===== src/rtl/imem_loader.sv =====
// Streams 32-bit instruction words into a byte-wide instruction memory, little-endian, one byte per clock.
// Latency: a handshake at edge n writes bytes in the four cycles after it; done or next in_ready follows.
// Backpressure: in_ready is high only in ACCEPT; words wait upstream while bytes are being written.
module imem_loader #(
  parameter int ADDR_W    = 5,
  parameter int BASE_ADDR = 0
) (
  input  logic              clk,
  input  logic              rst_n,
  input  logic              start,
  input  logic              in_valid,
  output logic              in_ready,
  input  logic [31:0]       in_data,
  input  logic              in_last,
  output logic              mem_we,
  output logic [ADDR_W-1:0] mem_addr,
  output logic [7:0]        mem_wdata,
  output logic              busy,
  output logic              done,
  output logic              error,
  output logic [ADDR_W-2:0] word_count
);

  typedef enum logic [1:0] {IDLE, ACCEPT, WRITE, DONE} state_t;

  localparam logic [ADDR_W:0]   BASE      = (ADDR_W+1)'(BASE_ADDR);
  localparam logic [ADDR_W+1:0] MEM_BYTES = (ADDR_W+2)'(1) << ADDR_W;

  state_t            state, state_nxt;
  logic [ADDR_W:0]   ptr;
  logic [1:0]        byte_idx;
  logic [1:0]        idx_nxt;
  logic [23:0]       word_sr;
  logic              last_q;
  logic              hs;
  logic              fits;

  assign hs      = in_valid && in_ready;
  // One extra bit beyond ptr so ptr+4 at the top of memory compares exactly.
  assign fits    = ({1'b0, ptr} + (ADDR_W+2)'(4)) <= MEM_BYTES;
  assign idx_nxt = byte_idx + 2'd1;

  always_ff @(posedge clk or negedge rst_n) begin
    if (!rst_n) state <= IDLE;
    else        state <= state_nxt;
  end

  always_comb begin
    state_nxt = state;
    in_ready  = 1'b0;
    busy      = 1'b1;
    done      = 1'b0;
    case (state)
      IDLE: begin
        busy = 1'b0;
        if (start) state_nxt = ACCEPT;
      end
      ACCEPT: begin
        in_ready = 1'b1;
        if (in_valid) state_nxt = fits ? WRITE : DONE;
      end
      WRITE: begin
        if (byte_idx == 2'd3) state_nxt = last_q ? DONE : ACCEPT;
      end
      DONE: begin
        done      = 1'b1;
        state_nxt = IDLE;
      end
      default: state_nxt = IDLE;
    endcase
  end

  always_ff @(posedge clk or negedge rst_n) begin
    if (!rst_n) begin
      ptr        <= BASE;
      byte_idx   <= 2'd0;
      word_sr    <= 24'h0;
      last_q     <= 1'b0;
      mem_we     <= 1'b0;
      mem_addr   <= '0;
      mem_wdata  <= 8'h00;
      error      <= 1'b0;
      word_count <= '0;
    end else begin
      case (state)
        IDLE: begin
          if (start) begin
            ptr        <= BASE;
            word_count <= '0;
            error      <= 1'b0;
          end
        end
        ACCEPT: begin
          if (hs) begin
            last_q <= in_last;
            if (fits) begin
              // Byte 0 goes out straight from the input; the upper three are shifted out later.
              word_sr   <= in_data[31:8];
              byte_idx  <= 2'd0;
              mem_we    <= 1'b1;
              mem_addr  <= ptr[ADDR_W-1:0];
              mem_wdata <= in_data[7:0];
            end else begin
              error <= 1'b1;
            end
          end
        end
        WRITE: begin
          if (byte_idx == 2'd3) begin
            mem_we     <= 1'b0;
            ptr        <= ptr + (ADDR_W+1)'(4);
            word_count <= word_count + (ADDR_W-1)'(1);
          end else begin
            byte_idx  <= idx_nxt;
            mem_addr  <= ptr[ADDR_W-1:0] + ADDR_W'(idx_nxt);
            mem_wdata <= word_sr[7:0];
            word_sr   <= {8'h00, word_sr[23:8]};
          end
        end
        default: ;
      endcase
    end
  end

endmodule


===== config.mk =====
export PLATFORM = sky130hd
export DESIGN_NAME = imem_loader
export DESIGN_NICKNAME = d
export VERILOG_FILES = /design/src/rtl/imem_loader.sv
export SDC_FILE = /design/constraint.sdc
export NUM_CORES = 1
export LEC_CHECK = 0
export ABC_AREA = 1
export BUFFER_PORTS_ARGS = -buffer_cell sky130_fd_sc_hd__buf_2
export CAP_MARGIN = 10
export CORE_ASPECT_RATIO = 0.8
export CORE_MARGIN = 4
export CORE_UTILIZATION = 40
export CTS_CLUSTER_DIAMETER = 60
export DETAILED_ROUTE_END_ITERATION = 8
export PLACE_DENSITY_LB_ADDON = 0.15
export REMOVE_ABC_BUFFERS = 1
export SYNTH_ARGS = -nofsm -noshare
export SYNTH_HDL_FRONTEND = slang
export SYNTH_SLANG_ARGS = --single-unit

===== constraint.sdc =====
create_clock -name clk -period 1.4 [get_ports clk]
set_input_delay 0.07 -clock clk [delete_from_list [all_inputs] [get_ports clk]]
set_output_delay 0.07 -clock clk [all_outputs]
set_load 0.01 [all_outputs]

Word level (Yosys, flattened, before mapping)
Index checks and enable logic that the tools add are counted.

Order comparisons: 1. Equal/unequal tests: 11. Multiplexer cells: 39. $add $sub $neg: 5. Reduce and logical (&&, ||, !) cells: 11.

Operator list (number): 24-bit 2-to-1 mux (3); 24-bit case mux with 2 select lines (1); 8-bit 2-to-1 mux (3); 8-bit case mux with 2 select lines (1); 5-bit 2-to-1 mux (3); 2-bit 2-to-1 mux (7); 2-bit != test, second input constant (7); 6-bit 2-to-1 mux (2); 6-bit case mux with 2 select lines (1); 4-bit AND reduction (3); 1-bit 2-to-1 mux (10); 5-bit case mux with 2 select lines (1); 4-bit 2-to-1 mux (2); 2-bit case mux with 4 select lines (1); 4-bit case mux with 2 select lines (1); 6-bit by 3-bit adder with 7-bit output, second input constant (1); 7-bit by 6-bit <= comparator with 1-bit output, second input constant (1); 6-bit by 3-bit adder with 6-bit output, second input constant (1); 2-bit == test, second input constant (3); 3-bit AND reduction (2); 2-bit nonzero test (3); 5-bit by 2-bit adder with 5-bit output (1); 4-bit by 1-bit adder with 4-bit output, second input constant (1); 1-bit case mux with 2 select lines (2); 6 further kinds (6).

Register bits: 54. Logic and storage cells: 77.

Depth between registers and ports, before layout
Word-level depth: 5. Gate-level depth with buffers: 10.

Least setup slack after synthesis
No wires, ideal clock.

Path type: register -> register. Start: register ptr[2]. End: register mem_wdata[1]. Data arrival time: 1.414 ns. Setup time: 0.117 ns. Slack: -0.130 ns. Stages on the path, launching flop included: 10. Clock period less this slack: 1.530 ns. Required time: 1.283 ns. Path buffers: 2. Cells stage by stage: dfrtp_1 > ha_1 > nand2_1 > inv_1 > nand2_1 > nand3_2 > buf_4 > buf_4 > nand3_1 > nand2_1.

Word-level cells in the longest chain between the ends: 4.

Ends and longest elaborated chain: start, declared (RTL line 30) `logic [ADDR_W:0] ptr;`; start signal, assigned (RTL line 111) `ptr <= ptr + (ADDR_W+1)'(4);`; 6-bit by 3-bit adder with 7-bit output (RTL line 40) `assign fits = ({1'b0, ptr} + (ADDR_W+2)'(4)) <= MEM_BYTES;`; 7-bit by 6-bit <= comparator with 1-bit output (RTL line 40); 2-bit != test (no line); 4-bit AND reduction (no line); end signal, assigned (RTL line 102) `mem_wdata <= in_data[7:0];`; end signal, assigned (RTL line 116) `mem_wdata <= word_sr[7:0];`; end, declared (RTL line 17) `output logic [7:0] mem_wdata,`.

Every way passes these cells. A chain may end at the register's enable or synchronous reset.

Worst setup path in the final report
Start: register ptr[2]. End: register word_sr[8].

Word-level cells in the longest chain between the ends: 4.

Ends and longest elaborated chain: 6-bit by 3-bit adder with 7-bit output (RTL line 40); 7-bit by 6-bit <= comparator with 1-bit output (RTL line 40); 2-bit != test (no line); 4-bit AND reduction (no line); end signal, assigned (RTL line 98) `word_sr <= in_data[31:8];`; end signal, assigned (RTL line 117) `word_sr <= {8'h00, word_sr[23:8]};`; end, declared (RTL line 33) `logic [23:0] word_sr;`.

Every way passes these cells.

==> impl_metrics.py <==
metrics = {
    "critical_path": {
        "reg2reg_from": "ptr[2]$_DFFE_PN0P_",
        "required_ns": 1.61,
        "criticalPathCategory": "reg -> reg",
        "cp-startpoint": "ptr[2]$_DFFE_PN0P_",
        "critPathMaxFanout": 6,
        "startpoint_type": "flop",
        "arrival_ns": 1.69,
        "cp-end-kind": "flop",
    },
    "floorplan": {
        "die_area_sq_mm": 0.00814,
        "row_count": 26,
        "die_w_microns": 99.9,
        "start_util_pct": 41.7,
        "core_area_sq_mm": 0.00647,
        "die_h_microns": 81.5,
        "io-pin-count": 59,
    },
    "clock_network": {
        "cts_buffers": 5,
        "cts-root-buf": "clkbuf_8",
        "worstSkewPairLatency_ns": 0.31,
        "cts_tree": "yes",
        "path_clk_slew_ns": 0.10,
        "htreeDepth": 2,
        "numClockSinks": 52,
        "cts_buffer_depth": 2,
    },
    "timing": {
        "finalClockSkew_ns": 0.00476,
        "rsz0062_at_grt": "yes",
        "holdWs_ns": 0.0624,
        "fin_ws_ns": -0.0745,
        "hold_viol": 0,
        "layout_min_cycle_time_ns": 1.47,
        "slew_violations": 0,
        "setup_viol": 40,
        "fin_crit_sh_pct": 105,
        "fmax_mhz": 678,
    },
    "placement": {
        "place_ws_ns": -0.0689,
        "portBuffers": 58,
        "place_congestion": 0.830,
        "dpl.hpwl_mm": 4.44,
    },
    "final_layout": {
        "drive_above_1_share_pct": 38.0,
        "areaGrowthSynthToFinish_pct": 42.0,
        "n_antenna_cell": 0,
        "post-route-util_pct": 59.3,
        "layout.nets": 478,
        "fillers": 594,
    },
    "power": {
        "intPower_mw": 4.33,
        "cellPowerDensity_mw_per_mm2": 1940,
        "pwr-share-comb_pct": 55.5,
        "swShare_pct": 41.9,
        "vdd_drop_max_uv": 739,
        "p_seq_share_pct": 32.9,
        "power.total_mw": 7.46,
        "clkPwrFrac_pct": 11.7,
        "leakage_nw": 2.14,
        "switchingPower_mw": 3.12,
    },
    "run_status": {
        "violations": "negative setup slack",
        "status": "complete, but fails checks",
    },
    "synthesis": {
        "synthCells": 348,
        "synth_top_area_cell": "dfrtp_1",
        "yosysWarnings": 0,
        "avgSynthCellArea_sq_um": 7.77,
        "synth_top_area_share_pct": 48.1,
        "synthTopCellsByArea": "dfrtp_1 (48%), nand2_1 (25%), nand3_1 (7.2%)",
        "synth-seq-area-share_pct": 48.1,
        "ys_types": 25,
        "ys_ff_latch": 52,
        "syn_area_sq_mm": 0.00270,
    },
    "routing": {
        "drtIter0Drc": 145,
        "avgViaCountPerCell": 4.79,
        "ant_nets": 0,
        "wirelength_mm": 7.22,
        "drtPass1Iterations": 4,
        "drc_errors": 0,
        "vias": 2493,
        "post_drt_wl_per_cell_microns": 13.9,
    },
    "grt": {
        "grt_pass1_vias": 2566,
        "grt.total_usage_pct": 18.7,
        "antenna_found_initial": 0,
        "grt-ovfl-total": 0,
        "grt_max_degree": 53,
        "grt_pass1_wl_mm": 12.1,
    },
    "run": {
        "maxCapViolCount": 0,
    },
    "min_path": {
        "hp-class": "in -> reg",
        "min-delay-start": "in_data[27]",
    },
}
==> metal layers <==
metal	part of all wire [%]	track usage [%]	vias up
met3	5.6	4.41	5
li1	-	-	1278
met5	0	0	-
met2	48	31.6	57
met1	46	24.4	1153
met4	0.64	4.91	0
==> cells in the mapped netlist <==
library cell and n:
nand3_1 39, nor2_2 1, nand2_1 179, xnor2_1 3
o31ai_1 1, inv_2 3, mux2_2 1, nand2_2 3
buf_4 4, nand3_2 1, nor2_1 3, nand4_1 3
nor2_4 1, a21oi_1 3, buf_2 3, a22o_1 2
xor2_1 1, o21ai_0 7, inv_1 12, buf_6 8
dfrtp_1 52, conb_1 1, nand3b_1 9, clkbuf_1 3
ha_1 5
==> flip-flops by register name, summed over array words and instances (netlist names) <==
signal / count
byte_idx: 2
error: 1
last_q: 1
mem_addr: 5
mem_wdata: 8
mem_we: 1
ptr: 4
state: 2
word_count: 4
word_sr: 24
==> kinds of logic after synthesis <==
logic type                 count (synthesis)  share of synthesized area, %
AOI/OAI and AO/OA                         13                          2.78
xor gates and xnor gates                   4                          1.30
adders and majority gates                  5                          2.31
buffers and inverters                     33                          7.50
DFF                                       52                          48.1
muxes                                      1                         0.417
other                                      1                         0.139
and+or+nand+nor                          239                          37.4
==> critical path: stages (launching register included) <==
cell and delay (ns):
dfrtp_1 0.43, buf_6 0.15, nand3_4 0.07, nand2_2 0.08
nand3_2 0.08, nand3_4 0.10, nand2_4 0.08, buf_12 0.14
buf_16 0.14, nand2_1 0.05, nand2_1 0.04
==> layout make-up <==
class / instances / area, sq um / share of cell area (%)
multi-input combinational: 263 / 1450 / 37.9
sequential: 52 / 1300 / 34.0
timing repair buffer: 99 / 830 / 21.6
tap: 84 / 105 / 2.74
clock buffer: 5 / 68.8 / 1.79
inverter: 15 / 58.8 / 1.53
clock inverter: 3 / 18.8 / 0.489
==> power groups by stage <==
stage                     combinational [mW]  clock (mW)  sequential (mW)
after floorplan                         1.68           0             2.43
after global placement                  2.87           0             2.37
after detailed placement                2.92           0             2.41
after CTS                               3.53       0.889             2.39
after global routing                    4.65       0.951             2.52
final                                   4.14       0.869             2.45
==> repair_timing <==
action,in CTS,in global routing
endpoints found under the setup margin,40,49
pin swaps,8,25
gates resized for setup,38,57
hold buffers,3,0
cloned,4,2
hold endpoints to repair,54,0
buffers inserted,10,6
==> stage by stage <==
stage                     std cells  TNS, ns  cell area [sq um]
after global routing            521    -3.66               3840
after floorplan                 330   -31.26               2560
after detailed placement        491    -1.99               3140
final                           521    -1.31               3840
after global placement          491    -1.32               3140
after CTS                       515    -1.37               3550
==> cell usage in the layout (no fill, tap or decap), drive strengths merged <==
master,instances
nand2,182
a22o,2
nand3b,9
buf,94
a21oi,3
clkinv,3
o31ai,1
ha,5
dlygate4sd3,3
xor2,1
clkbuf,7
o21ai,7
inv,15
dfrtp,52
nand3,40
mux2,1
nand4,3
nor2,5
conb,1
xnor2,3
==> final timing paths <==
path | slack, ns | to | cells after the start
max in group asynchronous | 0.87 | ptr[4]$_DFFE_PN0P_ | 3
worst min register to register | 0.47 | mem_addr[3]$_DFFE_PN0P_ | 2
worst max register to register | -0.07 | word_sr[8]$_DFFE_PN0P_ | 10
worst min-delay path | 0.06 | word_sr[19]$_DFFE_PN0P_ | 4
min in group asynchronous | 0.27 | word_count[3]$_DFFE_PN0P_ | 3
worst max-delay path | -0.07 | word_sr[8]$_DFFE_PN0P_ | 10
(Power assumes the default switching activity.)
